[config.mk]
export PLATFORM = sky130hd
export DESIGN_NAME = lcd_frame_latch
export DESIGN_NICKNAME = d
export VERILOG_FILES = /design/src/rtl/lcd_frame_latch.sv
export SDC_FILE = /design/constraint.sdc
export NUM_CORES = 1
export LEC_CHECK = 0
export ABC_AREA = 1
export BUFFER_PORTS_ARGS = -buffer_cell sky130_fd_sc_hd__buf_2
export CORE_MARGIN = 2
export CORE_UTILIZATION = 45
export CTS_CLUSTER_SIZE = 14
export DETAILED_ROUTE_END_ITERATION = 6
export SYNTH_ARGS = -nofsm -noshare
export SYNTH_HDL_FRONTEND = slang
export SYNTH_SLANG_ARGS = --single-unit
[constraint.sdc]
create_clock -name clk -period 7.2 [get_ports clk]
set_input_delay 0 -clock clk [delete_from_list [all_inputs] [get_ports clk]]
set_output_delay 0 -clock clk [all_outputs]
set_load 0.005 [all_outputs]
[src/rtl/lcd_frame_latch.sv]
// Rebuilds a static 4x32 LCD segment frame (plus Bs per common) from the SM510 multiplexed outputs.
// Optional per-segment persistence is enabled by defining LCD_FADE_EN.
module lcd_frame_latch #(
   parameter int unsigned SETTLE  = 4,
   parameter int unsigned TIMEOUT = 24'hFFFFFF
`ifdef LCD_FADE_EN
   ,parameter int unsigned FADE_FRAMES = 3
`endif
) (
   input  logic        clk,
   input  logic        rst,
   input  logic [3:0]  H,
   input  logic [15:0] segA,
   input  logic [15:0] segB,
   input  logic        Bs,
   input  logic [6:0]  rd_addr,
   output logic        rd_data,
   output logic [3:0]  bs_frame,
   output logic        frame_stb,
   output logic        blank
);

   typedef enum logic [1:0] {ST_IDLE, ST_SETTLE, ST_CAPTURE} state_t;

   localparam logic [7:0]  SETTLE_LOAD = 8'(SETTLE - 1);
   localparam logic [23:0] TO_MAX      = 24'(TIMEOUT);

   state_t             state, state_next;
   logic [7:0]         settle_cnt, settle_next;
   logic [1:0]         cap_idx, cap_idx_next;
   logic [3:0]         h_prev;
   logic               h_change, h_valid;
   logic [1:0]         h_idx;
   logic [3:0]         seen;
   logic [3:0][31:0]   shadow, shadow_merged;
   logic [3:0]         shadow_bs, bs_merged;
   logic [127:0]       frame_new, disp_vec;
   logic [23:0]        to_cnt, to_next;
   logic               timeout_hit, capture, commit;

   always_comb begin
      h_change = (H != h_prev);
      h_valid  = (H != 4'd0) && ((H & (H - 4'd1)) == 4'd0);
      case (H)
         4'b0010: h_idx = 2'd1;
         4'b0100: h_idx = 2'd2;
         4'b1000: h_idx = 2'd3;
         default: h_idx = 2'd0;
      endcase
   end

   always_ff @(posedge clk) begin
      if (!rst) begin
         state      <= ST_IDLE;
         settle_cnt <= 8'd0;
         cap_idx    <= 2'd0;
      end else begin
         state      <= state_next;
         settle_cnt <= settle_next;
         cap_idx    <= cap_idx_next;
      end
   end

   // Any change of H during settling either restarts with the new common or abandons the capture.
   always_comb begin
      state_next   = state;
      settle_next  = settle_cnt;
      cap_idx_next = cap_idx;
      case (state)
         ST_IDLE: begin
            if (h_change && h_valid) begin
               state_next   = ST_SETTLE;
               settle_next  = SETTLE_LOAD;
               cap_idx_next = h_idx;
            end
         end
         ST_SETTLE: begin
            if (h_change) begin
               if (h_valid) begin
                  settle_next  = SETTLE_LOAD;
                  cap_idx_next = h_idx;
               end else begin
                  state_next = ST_IDLE;
               end
            end else if (settle_cnt == 8'd0) begin
               state_next = ST_CAPTURE;
            end else begin
               settle_next = settle_cnt - 8'd1;
            end
         end
         ST_CAPTURE: state_next = ST_IDLE;
         default:    state_next = ST_IDLE;
      endcase
   end

   always_comb begin
      capture       = (state == ST_CAPTURE);
      commit        = capture && ((seen | (4'b0001 << cap_idx)) == 4'hF);
      shadow_merged = shadow;
      shadow_merged[cap_idx] = {segB, segA};
      bs_merged     = shadow_bs;
      bs_merged[cap_idx] = Bs;
      frame_new     = shadow_merged;
      if (h_change && h_valid)
         to_next = 24'd0;
      else if (to_cnt == TO_MAX)
         to_next = to_cnt;
      else
         to_next = to_cnt + 24'd1;
      timeout_hit = (to_next == TO_MAX);
   end

   // Timeout is applied last so a stale display can never survive it.
   always_ff @(posedge clk) begin
      if (!rst) begin
         h_prev    <= 4'd0;
         shadow    <= '0;
         shadow_bs <= 4'd0;
         seen      <= 4'd0;
         bs_frame  <= 4'd0;
         frame_stb <= 1'b0;
         blank     <= 1'b1;
         to_cnt    <= 24'd0;
      end else begin
         h_prev    <= H;
         to_cnt    <= to_next;
         frame_stb <= commit && !timeout_hit;
         if (capture) begin
            shadow    <= shadow_merged;
            shadow_bs <= bs_merged;
            seen      <= commit ? 4'd0 : (seen | (4'b0001 << cap_idx));
         end
         if (commit) begin
            bs_frame <= bs_merged;
            blank    <= 1'b0;
         end
         if (timeout_hit) begin
            blank    <= 1'b1;
            bs_frame <= 4'd0;
            seen     <= 4'd0;
         end
      end
   end

`ifdef LCD_FADE_EN
   localparam logic [2:0] FADE_LOAD = 3'(FADE_FRAMES);

   logic [2:0] fade_cnt [128];

   always_ff @(posedge clk) begin
      if (!rst || timeout_hit) begin
         for (int i = 0; i < 128; i++) fade_cnt[i] <= 3'd0;
      end else if (commit) begin
         for (int i = 0; i < 128; i++) begin
            if (frame_new[i])
               fade_cnt[i] <= FADE_LOAD;
            else if (fade_cnt[i] != 3'd0)
               fade_cnt[i] <= fade_cnt[i] - 3'd1;
         end
      end
   end

   always_comb begin
      disp_vec = '0;
      for (int i = 0; i < 128; i++) disp_vec[i] = (fade_cnt[i] != 3'd0);
   end
`else
   logic [127:0] display;

   always_ff @(posedge clk) begin
      if (!rst || timeout_hit)
         display <= '0;
      else if (commit)
         display <= frame_new;
   end

   assign disp_vec = display;
`endif

   // rd_addr is {common, seg}, which is exactly the flat bit index.
   always_ff @(posedge clk) begin
      if (!rst)
         rd_data <= 1'b0;
      else
         rd_data <= disp_vec[rd_addr];
   end

endmodule
==> metrics.md <==
| Metric | Value |
|---|---|
| Avg Cell Area, Syn | `around 6.6 sq um` |
| Number of vias per cell | `5.16` |
| Final Hold Viols | `0` |
| Routed len/inst | `14.9 um` |
| Fin util | `52.2%` |
| Met1 Use GR | `31.5%` |
| Antenna cells | `0` |
| Row cnt | `65` |
| Critical Path RT | `7.56 ns` |
| CTS Buffer Depth | `3` |
| Status | `finished, final reports clean` |
| Reg clk slew, reported paths | `0.06 ns` |
| Overall routing resource usage | `23.4%` |
| Fillers | `approximately 3100` |
| Arrival time at the worst endpoint | `a little over 5 ns` |
| Final worst path period need | `4.82 ns` |
| Syn Inst Count | `2219` |
| Pre-CTS setup slack | `between 2 and 2.5 ns` |
| Highest clock rate | `208 MHz` |
| Multi-input gate area | `0.00686 sq mm` |
| Gpl congestion | `0.862` |
| Setup tns final | `0 ns` |
| Register bit total from synthesis | `between 300 and 400` |
| Non-filler cells, final | `about 2600` |
| YS warnings | `0` |
| Nets | `2266` |
| Ys flop type | `dfxtp_1` |
| Top-count cell post-synth | `nand2_1` |
| Post-synthesis sequential area ratio | `a little over two fifths` |
| Core box area | `0.0317 sq mm` |
| Post-synthesis cell area | `0.0146 sq mm` |
| Pwr dens | `243 mW/mm^2` |
| Post-synth EDFFs | `0` |
| Largest net degree at the start of global routing | `120` |
| Unrepaired setup endpoints after global routing | `false` |
| Tot Pwr | `4.03 mW` |
| CTS Buf Count | `36` |
| Maxcap violations | `0` |
| Port buffer count | `52` |
| Cell variety after synth | `33` |
| Busiest grt layer | `met2` |
| Num ports | `53` |
| Leakage power | `6.42 nW` |
| Setup crit start kind | `register` |
| Max stage delay cell, worst path | `nor2_4` |
| Hpwl dp | `23.2 mm` |
| Fin. max-slew vios | `0` |
| Final period util | `about two thirds` |
| Placed Area | `0.0148 sq mm` |
| Worst skew pair latency | `between 0.5 and 0.6 ns` |
| Slew HR | `around a fifth` |
| Die Height | `184 um` |
| Critical Path Sink Type | `register` |
| Die Wd | `roughly 180 um` |
| GR Util met3 | `2.81%` |
| First drt pass iteration count | `5` |
| Clock skew | `around 0.021 ns` |
| Hold Crit Class | `in2reg` |
| Setup ws final | `around 2.4 ns` |
| Synth top cells by count | `nand2_1 (527), o21ai_0 (423), dfxtp_1 (311), nor2_1 (281), inv_1 (228)` |
| Initial DRC Count | `915` |
| Initial core utilization | `45.9%` |
| H-tree depth | `2` |
| First-pass GRT wire length | `64.5 mm` |
| Post-synth top area cell | `dfxtp_1` |
| Worst Tran Pin Value | `1.18 ns` |
| CTS Sinks | `a little over 300` |
| Clock Tree Root | `clkbuf_16` |
| Share of the synthesized area in the top cell type | `between 40% and 50%` |
| Initial antenna violation count | `0` |
| ANT nets after route | `0` |
| Met2 Track Usage GR | `39.5%` |
| Critical path peak fanout | `roughly 120` |
| Die area | `0.0338 sq mm` |
| Worst Setup Path Type | `reg2reg` |
| Layout cells sized above 1 | `6.78%` |
| Drt drc | `0` |
| GR Overflow Total | `0` |
| Cell area after layout | `0.0166 sq mm` |
| Cts repair resizes | `0` |
| Peak supply drop | `0.149 mV` |
| Synth area leaders | `dfxtp_1 (43%), o21ai_0 (15%), nand2_1 (14%), nor2_1 (7.2%), inv_1 (5.9%)` |
| Syn_nets | `~2300` |
| Reg area | `0.00623 sq mm` |
| WL final | `39.4 mm` |
| Post-synth ARST share | `0%` |
| # placed instances | `2541` |
| Cells along the critical path | `nand2_2 -> nor2_4 -> buf_4 -> o21ai_0 -> nor2_4 -> inv_6 -> buf_4 -> nand2_1 -> o21ai_0 -> inv_1 -> nor2_1` |
| Max stage delay on crit path | `between 0.8 and 0.9 ns` |
| Number of global-route vias before repair | `12700` |
| # setup viols final | `0` |
| Total number of vias | `13700` |
| Hold_ws | `0.0703 ns` |
| CTS tree | `done` |
| Synthesis-to-layout area growth | `13.6%` |
[repair_timing]
item	CTS	global route
hold endpoints to repair	139	0
hold buffers	40	0
buffers inserted	0	0
[flip-flops by register name, summed over array words and instances, names as in the netlist]
| signal | flops |
|---|---|
| frame_stb | 1 |
| h_prev | 4 |
| seen | 4 |
| rd_data | 1 |
| bs_frame | 4 |
| state | 2 |
| cap_idx | 2 |
| shadow_bs | 4 |
| settle_cnt | 8 |
| blank | 1 |
| to_cnt | 24 |
| disp_vec | 128 |
| shadow | 128 |
[where the power goes]
group	internal [mW]	switching [mW]
combinational	0.0803	0.190
clock	1.27	0.746
sequential	1.73	0.00763
[final timing paths]
path	from	to	slack, ns	depth (start not counted)
setup / recovery	cap_idx[1]	disp_vec[14]	2.38	11
hold / removal	rst	settle_cnt[1]	0.07	3
setup reg to reg	cap_idx[1]	disp_vec[14]	2.38	11
hold reg to reg	settle_cnt[0]	settle_cnt[0]	0.47	1
[per-layer routing]
metal | wire length [um] | part of all wire, %
met5 | 0 | 0
met4 | 739 | 1.9
met3 | 1640 | 4.2
met2 | 18100 | 46
met1 | 18900 | 48
[cells in the final DEF, fill, tap and decap left out, types with 8 or more instances in the layout]
cell           netlist  routed
nand2_1            527     526
o21ai_0            423     423
dfxtp_1            311     311
nor2_1             281     276
inv_1              228     227
a21oi_1            141     141
nand3_1             71      71
buf_2                3      51
dlygate4sd3_1        0      40
clkbuf_16            0      37
o22ai_1             24      24
buf_4                2      16
nand4_1             14      14
xor2_1               8       8
clkbuf_8             0       8
[cell families (layout without fill, tap and decap cells)]
family	Yosys count	after routing	synth area share (%)
buf+inv	379	403	10.6
simple gates	917	917	24.9
flops	311	311	42.7
xor+xnor	8	8	0.481
compound gates	601	601	21.1
fa+ha+maj	3	3	0.258
[worst max-delay path: cells and delay by family (launching register included)]
kind / cells / cell delay (ns)
simple gates: 5 / 2.03
flops: 1 / 0.50
buf+inv: 4 / 1.71
compound gates: 2 / 0.34
[layout make-up]
type | instances | area share, %
sequential | 311 | 37.6
multi-input combinational | 1529 | 41.4
timing repair buffer | 107 | 4.69
tap | 402 | 3.04
inverter | 232 | 5.29
clock inverter | 17 | 1.63
clock buffer | 47 | 6.30
No activity file was read; power rests on OpenSTA's default activity.
